**src/rtl/cam_pkg.sv**
```systemverilog
// Shared types and constants for the camera capture path: FSM states,
// switch filter codes and the RGB565 field MSB positions within each byte.
package cam_pkg;

   typedef enum logic [1:0] {
      IDLE   = 2'd0,
      CAP_HI = 2'd1,
      CAP_LO = 2'd2
   } cap_state_t;

   localparam logic [7:0] FLT_NONE  = 8'd0;
   localparam logic [7:0] FLT_INV   = 8'd1;
   localparam logic [7:0] FLT_RED   = 8'd2;
   localparam logic [7:0] FLT_GREEN = 8'd3;
   localparam logic [7:0] FLT_BLUE  = 8'd4;

   // RGB565 arrives as byte1 = RRRRRGGG, byte2 = GGGBBBBB.
   localparam int R_MSB = 7;  // in byte1
   localparam int G_MSB = 2;  // in byte1
   localparam int B_MSB = 4;  // in byte2

endpackage

```
**src/rtl/rgb565_to_rgb111.sv**
```systemverilog
// Combinational RGB565 -> RGB111 reduction (MSB of each field) followed by
// the switch-selected colour filter. Shared with the preview path.
module rgb565_to_rgb111
   import cam_pkg::*;
#(
   parameter int DW = 3
) (
   input  logic [7:0]    byte1,
   input  logic [7:0]    byte2,
   input  logic [7:0]    filter,
   output logic [DW-1:0] pixel
);

   logic [DW-1:0] raw;
   logic          unused_bits;

   assign raw         = {byte1[R_MSB], byte1[G_MSB], byte2[B_MSB]};
   assign unused_bits = ^{byte1, byte2};

   always_comb begin
      // NOTE: assigning a default before the case gives every path a value, so no latch is inferred.
      pixel = raw;
      case (filter)
         FLT_NONE:  pixel = raw;
         FLT_INV:   pixel = ~raw;
         FLT_RED:   pixel = {raw[2], 2'b00};
         FLT_GREEN: pixel = {1'b0, raw[1], 1'b0};
         FLT_BLUE:  pixel = {2'b00, raw[0]};
         default:   pixel = raw;
      endcase
   end

endmodule

```
**src/rtl/cam_capture.sv**
```systemverilog
// OV7670 RGB565 byte-stream capture into frame-buffer writes: one frame per
// vsync period, saturating pixel counter with a sticky overflow flag.
module cam_capture
   import cam_pkg::*;
#(
   parameter int AW    = 15,
   parameter int DW    = 3,
   parameter int IMG_W = 160,
   parameter int IMG_H = 120
) (
   input  logic          clk,
   input  logic          reset,
   input  logic          capture_en,
   input  logic          vsync,
   input  logic          href,
   input  logic [7:0]    px_data,
   input  logic [7:0]    filter,
   output logic [AW-1:0] mem_addr,
   output logic [DW-1:0] mem_data,
   output logic          mem_wr,
   output logic          busy,
   output logic          frame_done,
   output logic          overflow
);

   // One extra bit so the counter can hold IMG_W*IMG_H even when it equals 2**AW.
   localparam logic [AW:0] NPIX = (AW+1)'(IMG_W * IMG_H);

   cap_state_t    state, state_next;
   logic          vsync_q;
   logic          frame_start, frame_end;
   logic          start_capture, load_byte1, pixel_valid;
   logic [7:0]    byte1;
   logic [AW:0]   count;
   logic [DW-1:0] pixel;

   assign frame_start = vsync_q & ~vsync;
   assign frame_end   = ~vsync_q & vsync;

   always_ff @(posedge clk) begin
      // NOTE: sequential state uses non-blocking assignments so every flop samples pre-edge values.
      if (reset) state <= IDLE;
      else       state <= state_next;
   end

   always_comb begin
      state_next = state;
      unique case (state)
         IDLE:    if (frame_start && capture_en) state_next = CAP_HI;
         CAP_HI:  if (frame_end)                 state_next = IDLE;
                  else if (href)                 state_next = CAP_LO;
         CAP_LO:  state_next = frame_end ? IDLE : CAP_HI;
         default: state_next = IDLE;
      endcase
   end

   always_comb begin
      busy          = (state != IDLE);
      start_capture = (state == IDLE) && frame_start && capture_en;
      load_byte1    = (state == CAP_HI) && href;
      pixel_valid   = (state == CAP_LO) && href;
   end

   rgb565_to_rgb111 #(
      .DW(DW)
   ) u_conv (
      .byte1 (byte1),
      .byte2 (px_data),
      .filter(filter),
      .pixel (pixel)
   );

   always_ff @(posedge clk) begin
      if (reset) begin
         vsync_q    <= 1'b0;
         byte1      <= '0;
         count      <= '0;
         mem_addr   <= '0;
         mem_data   <= '0;
         mem_wr     <= 1'b0;
         frame_done <= 1'b0;
         overflow   <= 1'b0;
      end else begin
         vsync_q    <= vsync;
         mem_wr     <= 1'b0;
         frame_done <= busy && frame_end;

         if (start_capture) begin
            count    <= '0;
            overflow <= 1'b0;
         end

         if (load_byte1) byte1 <= px_data;

         // A pixel completing on the same edge as vsync rise is still written.
         if (pixel_valid) begin
            if (count < NPIX) begin
               mem_wr   <= 1'b1;
               mem_addr <= count[AW-1:0];
               mem_data <= pixel;
               count    <= count + 1'b1;
            end else begin
               overflow <= 1'b1;
            end
         end
      end
   end

endmodule

```
**config.mk**
```make
export PLATFORM = sky130hd
export DESIGN_NAME = cam_capture
export DESIGN_NICKNAME = d
export VERILOG_FILES = /design/src/rtl/cam_pkg.sv /design/src/rtl/rgb565_to_rgb111.sv /design/src/rtl/cam_capture.sv
export SDC_FILE = /design/constraint.sdc
export NUM_CORES = 1
export LEC_CHECK = 0
export ABC_AREA = 1
export BUFFER_PORTS_ARGS = -buffer_cell sky130_fd_sc_hd__clkbuf_2
export CORE_MARGIN = 2
export CORE_UTILIZATION = 53
export DETAILED_ROUTE_END_ITERATION = 16
export PLACE_DENSITY = 0.87
export SYNTH_ARGS = -nofsm -noshare
export SYNTH_HDL_FRONTEND = slang
export SYNTH_SLANG_ARGS = --single-unit
```
**constraint.sdc**
```tcl
create_clock -name clk -period 1.8 [get_ports clk]
set_clock_uncertainty 0.05 [all_clocks]
set_input_delay 0.18 -clock clk [delete_from_list [all_inputs] [get_ports clk]]
set_output_delay 0.18 -clock clk [all_outputs]
set_load 0.02 [all_outputs]
```
# ---- After elaboration in Yosys (flattened, before gate mapping)
# Cells that the tools add are included.
dict set report word_totals {
  word_cells 49
  in_bits 21
  out_inout_bits 22
  reg_bits 48
}
dict set report op_classes {
  mux 13
  addsub 1
  n_reduce_logical 11
  bitwise_logic 6
  eq_ne 8
  magnitude_cmp 1
}
# operator count
set ops {}
lappend ops {{16-bit two-way mux} 3}
lappend ops {{16-bit by 1-bit adder with 16-bit output, second input constant} 1}
lappend ops {{8-bit by 2-bit equality test with 1-bit output, second input constant} 2}
lappend ops {{16-bit by 15-bit less-than comparator with 1-bit output, second input constant} 1}
lappend ops {{3-bit case mux with 4 select lines} 1}
lappend ops {{8-bit by 1-bit equality test with 1-bit output, second input constant} 1}
lappend ops {{8-bit by 3-bit equality test with 1-bit output, second input constant} 1}
lappend ops {{1-bit logical AND} 6}
lappend ops {{2-bit two-way mux} 3}
lappend ops {{2-bit case mux with 3 select lines} 1}
lappend ops {{1-bit two-way mux} 5}
lappend ops {{2-bit AND reduction} 2}
lappend ops {{3-bit != test, second input constant} 1}
lappend ops {{1-bit inverter} 3}
lappend ops {{3-bit inverter} 1}
lappend ops {{1-bit bitwise AND} 2}
lappend ops {{2-bit by 1-bit equality test with 1-bit output, second input constant} 1}
lappend ops {{2-bit equality test, second input constant} 1}
lappend ops {{2-bit zero test} 1}
lappend ops {{2-bit != test, second input constant} 1}
lappend ops {{2-bit nonzero test} 1}
lappend ops {{2-bit OR reduction} 1}

# ---- Logic depth before layout (Yosys ltp)
# Gate-level depths: netlist of the first run.
dict set report depth {
  depth_word 7
  depth_mapped 10
  mapped_depth_nobuf 10
}

# ---- Cells and area by module
# A second synthesis of the first run with hierarchy kept.
dict set report unflattened {
  cells_unflattened 319
  hier_area_um2 2218.4
}
# module seq_area_each_um2 cells_per_inst area_per_inst_um2 instances
set modules_own_cells {}
lappend modules_own_cells {cam_capture 960.9 277 2050.7 1}
lappend modules_own_cells {rgb565_to_rgb111 0.0 42 167.7 1}

# ---- Worst setup path after synthesis of the first run
# OpenSTA, ideal clock, no wires.
dict set report synth_path {
  path_kind {register -> register}
  start {reg state[0]}
  end {reg count[9]}
  setup_slack_ns 0.400
  n_path_buf 0
  setup_ns 0.109
  t_arrival_ns 1.241
  path_stages_with_launch 11
  required_time_ns 1.641
  path_cell_list {dfxtp_1 inv_1 nand2_1 nor2_4 inv_1 nand2_1 nand2_1 nand2_1 nor2_1 nand2_1 inv_1}
}
dict set report synth_between {
  elab_chain_cells 6
  elab_cells_between_ends 8
  classes_between {eq/ne (1); mux (3); reduce/logical (4)}
}
# element line_no
set synth_lines {}
lappend synth_lines {{start, declared} cam_capture.sv:29} ;# cap_state_t state, state_next;
lappend synth_lines {{start signal, assigned} cam_capture.sv:43} ;# else state <= state_next;
lappend synth_lines {{2-bit zero test} cam_capture.sv:59} ;# start_capture = (state == IDLE) && frame_start && capture_en;
lappend synth_lines {{1-bit logical AND (2 in a row)} cam_capture.sv:59}
lappend synth_lines {{16-bit two-way mux} cam_capture.sv:88} ;# if (start_capture) begin
lappend synth_lines {{16-bit two-way mux} cam_capture.sv:97} ;# if (count < NPIX) begin
lappend synth_lines {{16-bit two-way mux (*)} cam_capture.sv:96} ;# if (pixel_valid) begin
lappend synth_lines {{end signal, assigned} cam_capture.sv:101} ;# count <= count + 1'b1;
lappend synth_lines {{end, declared} cam_capture.sv:34} ;# logic [AW:0] count;
# Mark *: on every way between the ends. The rest lies on a longest branch, timed or not.
# A chain may end at the register's enable or synchronous reset.

# ---- Worst setup path in the final report of the first run
dict set report layout_path {
  start {reg count[10]}
  end {reg mem_addr[13]}
}
dict set report layout_between {
  elab_chain_cells 2
}
# element line_no
set layout_lines {}
lappend layout_lines {{16-bit by 15-bit less-than comparator with 1-bit output} cam_capture.sv:97}
lappend layout_lines {{2-bit AND reduction (no line)} -}
lappend layout_lines {{end signal, assigned} cam_capture.sv:99} ;# mem_addr <= count[AW-1:0];
lappend layout_lines {{end, declared} cam_capture.sv:18} ;# output logic [AW-1:0] mem_addr,
# Every way passes these cells.

==> results.sh, run 1 <==
export IMPL_status="finished clean"
export IMPL_yosys_cell_types_count=28
export IMPL_die_area_um2=4210
export IMPL_grt_max_degree=17
export IMPL_slew_viol_final=0
export IMPL_yosys_warnings=0
export IMPL_synthArstFlopShare_pct=0
export IMPL_numCtsBuffers=5
export IMPL_synth_edff_count=0
export IMPL_path_clk_slew_ns=0.08
export IMPL_yosysSeqAreaShare_pct=42.8
export IMPL_instances_no_fill=368
export IMPL_wire_per_inst_um=11.3
export IMPL_numPortBuffers=37
export IMPL_relSlewSlack_pct=65.3
export IMPL_hold_viol=0
export IMPL_synth_area_per_cell_um2=7.09
export IMPL_hold_depth=3
export IMPL_fin_util_pct=63.3
export IMPL_synth_ff_type="dfxtp_1"
export IMPL_core_area_um2=3610
export IMPL_die_h_um=64.9
export IMPL_clock_path_buffers=2
export IMPL_holdBufCountCts=0
export IMPL_fmax_mhz=607
export IMPL_period_share_pct=91.5
export IMPL_whs_endpoint="vsync_q"
export IMPL_cts_sinks=42
export IMPL_crit_type="reg2reg"
export IMPL_io_pins=43
export IMPL_rr_endpoint="mem_addr[13]"
export IMPL_drc=0
export IMPL_n_antenna_cell=0
export IMPL_worst_pin_slew_ns=0.518
export IMPL_dp_slack_ns=0.182
export IMPL_rows=22
export IMPL_die_w_um=64.9
export IMPL_grt_usage_pct=22.1
export IMPL_fin_ws_ns=0.154
export IMPL_crit_arrival_ns=1.80
export IMPL_cp_required_ns=1.95
export IMPL_area_delta_synth_final_pct=16.2
export IMPL_crit_fanout=16
export IMPL_clock_latency_ns=0.29
export IMPL_grt_pass1_vias=1752
export IMPL_netlist_area_um2=1960
export IMPL_setup_viol=0
export IMPL_hp_start="vsync"
export IMPL_cts_tree="built"
export IMPL_grt_pass1_wl_um=7220
export IMPL_rsz0062_at_grt="true"
export IMPL_final_common_cell="nand2_1"
export IMPL_syn_num_nets=299
export IMPL_final_cell_mix="71 x nand2_1, 42 x dfxtp_1, 37 x clkbuf_2"
export IMPL_r2r_start="count[10]"
export IMPL_globalRoute_totalOverflow=0
export IMPL_layout_min_cycle_time_ns=1.65
export IMPL_leakage_nw=1.02
export IMPL_r2r_slack_ns=0.15
export IMPL_cp_start_kind="flop"
export IMPL_start_util_pct=54.5
export IMPL_dp_hpwl_um=3080
export IMPL_cts_root_buf="clkbuf_8"
export IMPL_antenna_found_initial=0
export IMPL_vias=1874
export IMPL_holdCritPathClass="in2reg"
export IMPL_vias_per_cell=5.09
export IMPL_synth_seq_cells=42
export IMPL_drt_total_wl_um=4150
export IMPL_syn_inst=277
export IMPL_gp_congestion=0.872
export IMPL_drive_gt1_share_pct=20.3
export IMPL_postRouteAntennaNets=0
export IMPL_fin_nets=342
export IMPL_drt_iter0_drc=165
export IMPL_dp_cells=361
export IMPL_dr_pass1_iters=4
export IMPL_critPathCaptureType="flop"
export IMPL_maxCapViolCount=0
export IMPL_ctsHtreeMaxLevel=2
export IMPL_power_density_nw_per_um2=693
export IMPL_reg2reg_depth=8
export IMPL_vdd_drop_max_uv=313
metal layers:
layer  wire (µm)  GRT usage, %  share of wire, %
met3         315          4.86               7.6
met1        1780          25.2                43
met2        1990          40.5                48
met5           0             0                 0
met4          51          7.45               1.2
worst max-delay path by stage:
stage                   start  cells after the start      endpoint
finish              count[10]                      8  mem_addr[13]
global route        count[10]                      8   mem_addr[3]
CTS                 count[10]                      8  mem_addr[13]
detailed placement  count[13]                      9      count[7]
global placement     state[1]                      7      count[9]
floorplan            state[0]                     10      count[9]
registers in the layout (all words and copies together), names as in the netlist:
signal,cells
mem_wr,1
state,2
overflow,1
mem_addr,15
frame_done,1
vsync_q,1
mem_data,3
count,16
byte1,2
cells in the mapped netlist, drive strengths merged (2+ instances only):
cell	n	share of area (%)
dfxtp	42	43
nand2	74	15
o31ai	2	0.76
a21oi	23	6.6
o21ai	23	6.4
nor2	30	7.3
inv	40	7.6
o211ai	2	0.76
nand3	24	6.8
nor3	6	2.1
buf	3	1.4
nand4	3	0.96
power breakdown:
group | internal (mW) | switching, mW | leakage, nW
Combinational | 0.0275 | 0.0536 | 0.641
Sequential | 0.933 | 0.00280 | 0.339
Clock | 0.260 | 0.305 | 0.0438
Total | 1.22 | 0.362 | 1.02
critical path, cell delays in order, from the launching register on:
cell	delay, ns
dfxtp_1	0.37
inv_1	0.11
a21oi_1	0.19
nand2_1	0.14
nand3_4	0.23
nand2_2	0.09
inv_2	0.21
nand2_1	0.09
o31ai_1	0.07
stage by stage:
stage | setup TNS (ns) | cell area (µm²) | total power [mW] | hold WS [ns]
6_report | 0 | 2280 | 1.58 | 0.0604
5_1_grt | -0.00802 | 2280 | 1.64 | 0.0987
4_1_cts | 0 | 2280 | 1.60 | 0.0576
3_5_place_dp | 0 | 2200 | 1.04 | 0.369
3_3_place_gp | 0 | 2200 | 1.04 | 0.365
2_1_floorplan | 0 | 1960 | 1.01 | 0.266
kinds of logic (layout without fill, tap and decap cells):
| group | Yosys count | after routing | share of synthesized area (%) |
|---|---|---|---|
| AND/OR/NAND/NOR | 139 | 139 | 32.3 |
| AO/OA/AOI/OAI | 50 | 50 | 14.6 |
| buffers and inverters | 44 | 87 | 9.23 |
| flip-flops | 42 | 42 | 42.8 |
| adder cells (fa/ha/maj) | 1 | 1 | 0.637 |
| XOR/XNOR | 1 | 1 | 0.446 |
layout make-up:
type                    instances  area, µm²
clock buffers                   5       68.8
multi-input cells             191        945
inverters                      40        150
fillers                       329       1320
repair buffers                 40        208
clock inverters                 2       10.0
well taps                      48       60.1
flip-flops and latches         42        841
repair_timing:
item / in CTS / in global routing
setup endpoints to repair: 0 / 1
resized for setup: 0 / 1
setup buffers: 0 / 0
No activity file was read; power rests on OpenSTA's default activity.
==> run 2: changes to the inputs <==
Settings changed: REMOVE_ABC_BUFFERS from default to 1.
==> run 2 against run 1 <==
Critical path depth grew 1; worst hold slack gained 0.0035 ns; via count grew 1.4%; global-route usage grew 0.22 points; maximum frequency grew 2.1%; die area is the same; final cell count grew 2.7%; sequential share of layout area shrank 1.2 points; worst setup slack gained 0.034 ns; cell area grew 3.2%; count of clock-buffer cells in the layout is the same.
==> results.sh, run 2 (synthesis results as in run 1) <==
export IMPL_clock_path_buffers=2
export IMPL_drc=0
export IMPL_total_power_mw=1.59
export IMPL_layout_min_cycle_time_ns=1.61
export IMPL_holdBufCountCts=0
export IMPL_highest_layer="met4"
export IMPL_seq_power_share_pct=58.8
export IMPL_die_w_um=64.9
export IMPL_p_sw_uw=365
export IMPL_reg_largest_list="count x16, mem_addr x15, mem_data x3"
export IMPL_dp_slack_ns=0.142
export IMPL_ctsHtreeMaxLevel=2
export IMPL_gp_congestion=0.891
export IMPL_drive_gt1_share_pct=22.4
export IMPL_largest_register_ffs=16
export IMPL_p_clk_share_pct=35.7
export IMPL_antenna_found_initial=0
export IMPL_cp_start_kind="flop"
export IMPL_die_area_um2=4210
export IMPL_stdcell_area_um2=2360
export IMPL_die_h_um=64.9
export IMPL_vias_per_cell=5.03
export IMPL_switching_share_pct=23.0
export IMPL_combPwrFrac_pct=5.5
export IMPL_maxCapViolCount=0
export IMPL_fin_nets=352
export IMPL_crit_fanout=12
export IMPL_relSlewSlack_pct=72.3
export IMPL_route_met3_wl_um=227
export IMPL_area_delta_synth_final_pct=19.9
export IMPL_holdCritPathClass="in2reg"
export IMPL_start_util_pct=54.5
export IMPL_vdd_drop_max_uv=458
export IMPL_core_area_um2=3610
export IMPL_power_internal_mw=1.23
export IMPL_cts_sinks=42
export IMPL_dp_hpwl_um=3030
export IMPL_fmax_mhz=620
export IMPL_drt_total_wl_um=4190
export IMPL_path_clk_slew_ns=0.08
export IMPL_leakage_nw=1.07
export IMPL_numCtsBuffers=5
export IMPL_power_density_nw_per_um2=676
export IMPL_fin_ws_ns=0.187
export IMPL_setup_tns_final_ns=0
export IMPL_crit_type="reg2reg"
export IMPL_slew_viol_final=0
export IMPL_final_cell_mix="71 x nand2_1, 42 x dfxtp_1, 37 x clkbuf_2"
export IMPL_hold_viol=0
export IMPL_n_antenna_cell=0
export IMPL_cts_root_buf="clkbuf_8"
export IMPL_setup_viol=0
export IMPL_crit_arrival_ns=1.78
export IMPL_wl_met2_um=2010
export IMPL_postRouteAntennaNets=0
export IMPL_vias=1900
export IMPL_critPathCaptureType="flop"
export IMPL_reg2reg_depth=9
export IMPL_rsz0062_at_grt="false"
export IMPL_wire_per_inst_um=11.1
export IMPL_status="finished clean"
export IMPL_placed_area_um2=2240
export IMPL_rows=22
export IMPL_globalRoute_totalOverflow=0
export IMPL_cts_tree="built"
export IMPL_wl_met1_um=1860
export IMPL_grt_usage_pct=22.4
export IMPL_clock_latency_ns=0.30
export IMPL_period_share_pct=89.6
export IMPL_hold_depth=3
export IMPL_worst_pin_slew_ns=0.412
export IMPL_grt_pass1_wl_um=7250
export IMPL_grt_max_degree=17
export IMPL_top_register="count"
export IMPL_cp_required_ns=1.97
export IMPL_drt_iter0_drc=127
export IMPL_io_pins=43
export IMPL_final_common_cell="nand2_1"
export IMPL_grt_pass1_vias=1736
export IMPL_numPortBuffers=37
export IMPL_dr_pass1_iters=4
==> run 2: changes by cell type in the layout (fill, tap and decap cells not counted) <==
cell / before / now
nor2_1: 26 / 27
clkinv_2: 2 / 3
inv_2: 4 / 3
buf_4: 3 / 13
nor2_2: 1 / 0
==> run 2: repair_timing <==
action / CTS / global route
resized for setup: 0 / 1
buffers inserted: 0 / 5
setup endpoints to repair: 0 / 6
==> run 2: power by group through the flow <==
stage                     logic (mW)  clock network (mW)  registers (mW)
after global placement        0.0853                   0           0.957
after global routing           0.101               0.622           0.936
after CTS                     0.0883               0.583           0.936
after floorplan               0.0415                   0           0.958
final                         0.0882               0.568           0.936
after detailed placement      0.0878                   0           0.958
==> run 2: metal layers <==
layer  GRT usage, %  vias to the layer above
met1           25.7                      832
met4           9.04                        0
met5              0                        -
li1               -                      996
met2           38.9                       62
met3           6.25                       10
==> run 2: worst max-delay path: stages (launching register included) <==
cell	delay, ns
dfxtp_1	0.36
inv_1	0.10
nand2_2	0.11
nor2_1	0.04
nand2_1	0.13
nand3_4	0.18
buf_4	0.21
nor2_8	0.13
inv_2	0.09
o21ai_0	0.14
==> run 2: cell type report <==
class | instances | area, µm²
Multi-Input combinational cell | 191 | 942
Timing Repair Buffer | 50 | 283
Inverter | 40 | 151
Tap cell | 48 | 60.1
Clock inverter | 2 | 10.0
Sequential cell | 42 | 841
Fill cell | 312 | 1250
Clock buffer | 5 | 68.8
==> run 2: final timing paths <==
check                                  from  slack [ns]           to
worst min-delay path                  vsync        0.06      vsync_q
worst max register to register    count[13]        0.19  mem_addr[9]
worst min register to register  mem_addr[6]        0.40  mem_addr[6]
worst max-delay path              count[13]        0.19  mem_addr[9]
==> run 2: stage by stage <==
step / util (%) / hold slack (ns) / cells
finish: 65.3 / 0.0639 / 378
global route: 65.3 / 0.0840 / 378
CTS: 64.3 / 0.0621 / 373
detailed placement: 62.1 / 0.387 / 366
global placement: 62.1 / 0.358 / 366
floorplan: - / 0.199 / 273
==> run 3: changes to the inputs <==
Settings changed: ABC_AREA 1 to default, CTS_BUF_LIST from default to sky130_fd_sc_hd__clkbuf_8 sky130_fd_sc_hd__clkbuf_16.
==> run 3 against run 2 <==
The run now ends with setup timing left; area after synthesis decreased by 1.5%; sequential cell count is the same; sequential share of layout area down 0.52 points; via count fell by 2.6%; utilization rose by 4.7 points; die area fell by 1.4%; critical path depth is 5 lower; register-to-register slack worse by 0.20 ns; final cell count down 16%; critical endpoint is now count[9]; clock power shrank 2%; sequential power about the same; wire length rose by 8.6%.
==> results.sh, run 3 <==
export IMPL_status="finished with violations"
export IMPL_violations="setup timing"
export IMPL_yosysTopAreaCellShare_pct=43.4
export IMPL_yosysMostFrequentCell="dfxtp_1"
export IMPL_hold_depth=3
export IMPL_stdcell_area_um2=2390
export IMPL_die_h_um=64.4
export IMPL_worst_pin_slew_ns=0.346
export IMPL_antenna_found_initial=0
export IMPL_layout_min_cycle_time_ns=1.81
export IMPL_clock_latency_ns=0.30
export IMPL_final_cell_mix="42 x dfxtp_1, 37 x clkbuf_2, 24 x nand3_1"
export IMPL_numCtsBuffers=5
export IMPL_wire_per_inst_um=14.3
export IMPL_clock_path_buffers=2
export IMPL_crit_fanout=5
export IMPL_grt_usage_pct=24.0
export IMPL_die_area_um2=4150
export IMPL_r2r_slack_ns=-0.01
export IMPL_vias_per_cell=5.84
export IMPL_synth_common_cells="42 x dfxtp_1, 24 x nand3_1, 21 x a21oi_1"
export IMPL_yosysSeqAreaShare_pct=43.4
export IMPL_die_w_um=64.4
export IMPL_syn_inst=223
export IMPL_synthArstFlopShare_pct=0
export IMPL_cts_tree="built"
export IMPL_final_common_cell="dfxtp_1"
export IMPL_synth_edff_count=0
export IMPL_yosys_cell_types_count=43
export IMPL_maxCapViolCount=0
export IMPL_placed_area_um2=2270
export IMPL_leakage_nw=0.942
export IMPL_power_density_nw_per_um2=654
export IMPL_postRouteAntennaNets=0
export IMPL_largest_register_ffs=16
export IMPL_synth_area_per_cell_um2=8.68
export IMPL_grt_max_degree=35
export IMPL_drive_gt1_share_pct=25.1
export IMPL_drc=0
export IMPL_vias=1851
export IMPL_synth_top_cell_by_area="dfxtp_1"
export IMPL_cts_sinks=42
export IMPL_dp_hpwl_um=3120
export IMPL_gp_congestion=0.847
export IMPL_period_share_pct=101
export IMPL_dr_pass1_iters=4
export IMPL_cts_root_buf="clkbuf_8"
export IMPL_fin_nets=293
export IMPL_fmax_mhz=552
export IMPL_drt_total_wl_um=4550
export IMPL_cp_start_kind="flop"
export IMPL_ctsHtreeMaxLevel=2
export IMPL_globalRoute_totalOverflow=0
export IMPL_path_clk_slew_ns=0.07
export IMPL_start_util_pct=56.7
export IMPL_core_area_um2=3420
export IMPL_hold_viol=0
export IMPL_grt_pass1_wl_um=7760
export IMPL_crit_arrival_ns=1.98
export IMPL_fillers=289
export IMPL_numPortBuffers=37
export IMPL_setup_viol=1
export IMPL_reg_largest_list="count x16, mem_addr x15, mem_data x3"
export IMPL_synth_ff_type="dfxtp_1"
export IMPL_holdCritPathClass="in2reg"
export IMPL_crit_type="reg2reg"
export IMPL_top_register="count"
export IMPL_synth_seq_cells=42
export IMPL_slew_viol_final=0
export IMPL_relSlewSlack_pct=76.9
export IMPL_drt_iter0_drc=102
export IMPL_synthTopCellsByArea="dfxtp_1 43%, nand3_1 6.2%, a21oi_1 5.4%"
export IMPL_vdd_drop_max_uv=455
export IMPL_io_pins=43
export IMPL_reg2reg_depth=4
export IMPL_netlist_area_um2=1940
export IMPL_cp_required_ns=1.97
export IMPL_critPathCaptureType="flop"
export IMPL_fin_ws_ns=-0.0103
export IMPL_total_power_mw=1.56
export IMPL_n_antenna_cell=0
export IMPL_rows=21
export IMPL_grt_pass1_vias=1790
export IMPL_area_delta_synth_final_pct=23.5
export IMPL_yosys_warnings=0
-- run 3: cells by family after synthesis --
family,count (synthesis),share of synthesized area [%]
adder cells (fa/ha/maj),1,0.646
flip-flops,42,43.4
XOR/XNOR,1,0.453
multiplexers,10,5.17
buffers and inverters,20,4.01
AO/OA/AOI/OAI,66,21.1
AND/OR/NAND/NOR,83,25.2
-- run 3: per-stage QoR --
stage | setup WS [ns] | std cells | TNS [ns] | utilization [%] | hold WS, ns
finish | -0.0103 | 317 | -0.0103 | 70.0 | 0.0752
global route | -0.00920 | 317 | -0.0149 | 70.0 | 0.104
detailed placement | -0.111 | 308 | -0.400 | 66.4 | 0.376
floorplan | -0.299 | 206 | -2.00 | - | 0.199
global placement | -0.0189 | 308 | -0.0189 | 66.4 | 0.362
CTS | 0.00409 | 317 | 0 | 69.4 | 0.0688
-- run 3: worst paths after layout --
check | start | endpoint
worst max register to register | count[9] | count[9]
worst min register to register | mem_addr[14] | mem_addr[14]
worst max-delay path | count[9] | count[9]
worst min-delay path | px_data[7] | byte1[7]
-- run 3: where the power goes --
group	internal, mW	switching, mW	leakage (nW)
sequential	0.931	0.00172	0.338
clock	0.256	0.301	0.0466
combinational	0.0304	0.0431	0.556
total	1.22	0.346	0.942
-- run 3: area by class of cell --
class                   instances  area (µm²)  share of cell area [%]
multi-input cells             162        1050                    44.1
flip-flops and latches         42         841                    35.2
repair buffers                 57         352                    14.7
clock buffers                   5        68.8                    2.88
well taps                      46        57.6                    2.41
inverters                       3        11.3                   0.471
clock inverters                 2        7.51                   0.314
-- run 3: repair_timing --
| action | in CTS | in global routing |
|---|---|---|
| setup endpoints to repair | 9 | 8 |
| buffers inserted | 1 | 0 |
| resized for setup | 2 | 3 |
| cloned | 1 | 0 |
| pin swaps | 1 | 2 |
| hold buffers | 0 | 0 |
-- run 3: critical path: stages, from the launching register on --
cell and delay, ns:
dfxtp_1 0.32, a21o_1 0.22, a311o_2 0.40, or4_1 0.56, a21boi_1 0.19
-- run 3: metal layers --
| metal | GRT usage (%) | wire [µm] | share of wire, % |
|---|---|---|---|
| met3 | 6.77 | 217 | 4.8 |
| met5 | 0 | 0 | 0 |
| met1 | 27.6 | 1950 | 43 |
| met4 | 11.2 | 125 | 2.7 |
| met2 | 41.4 | 2250 | 50 |
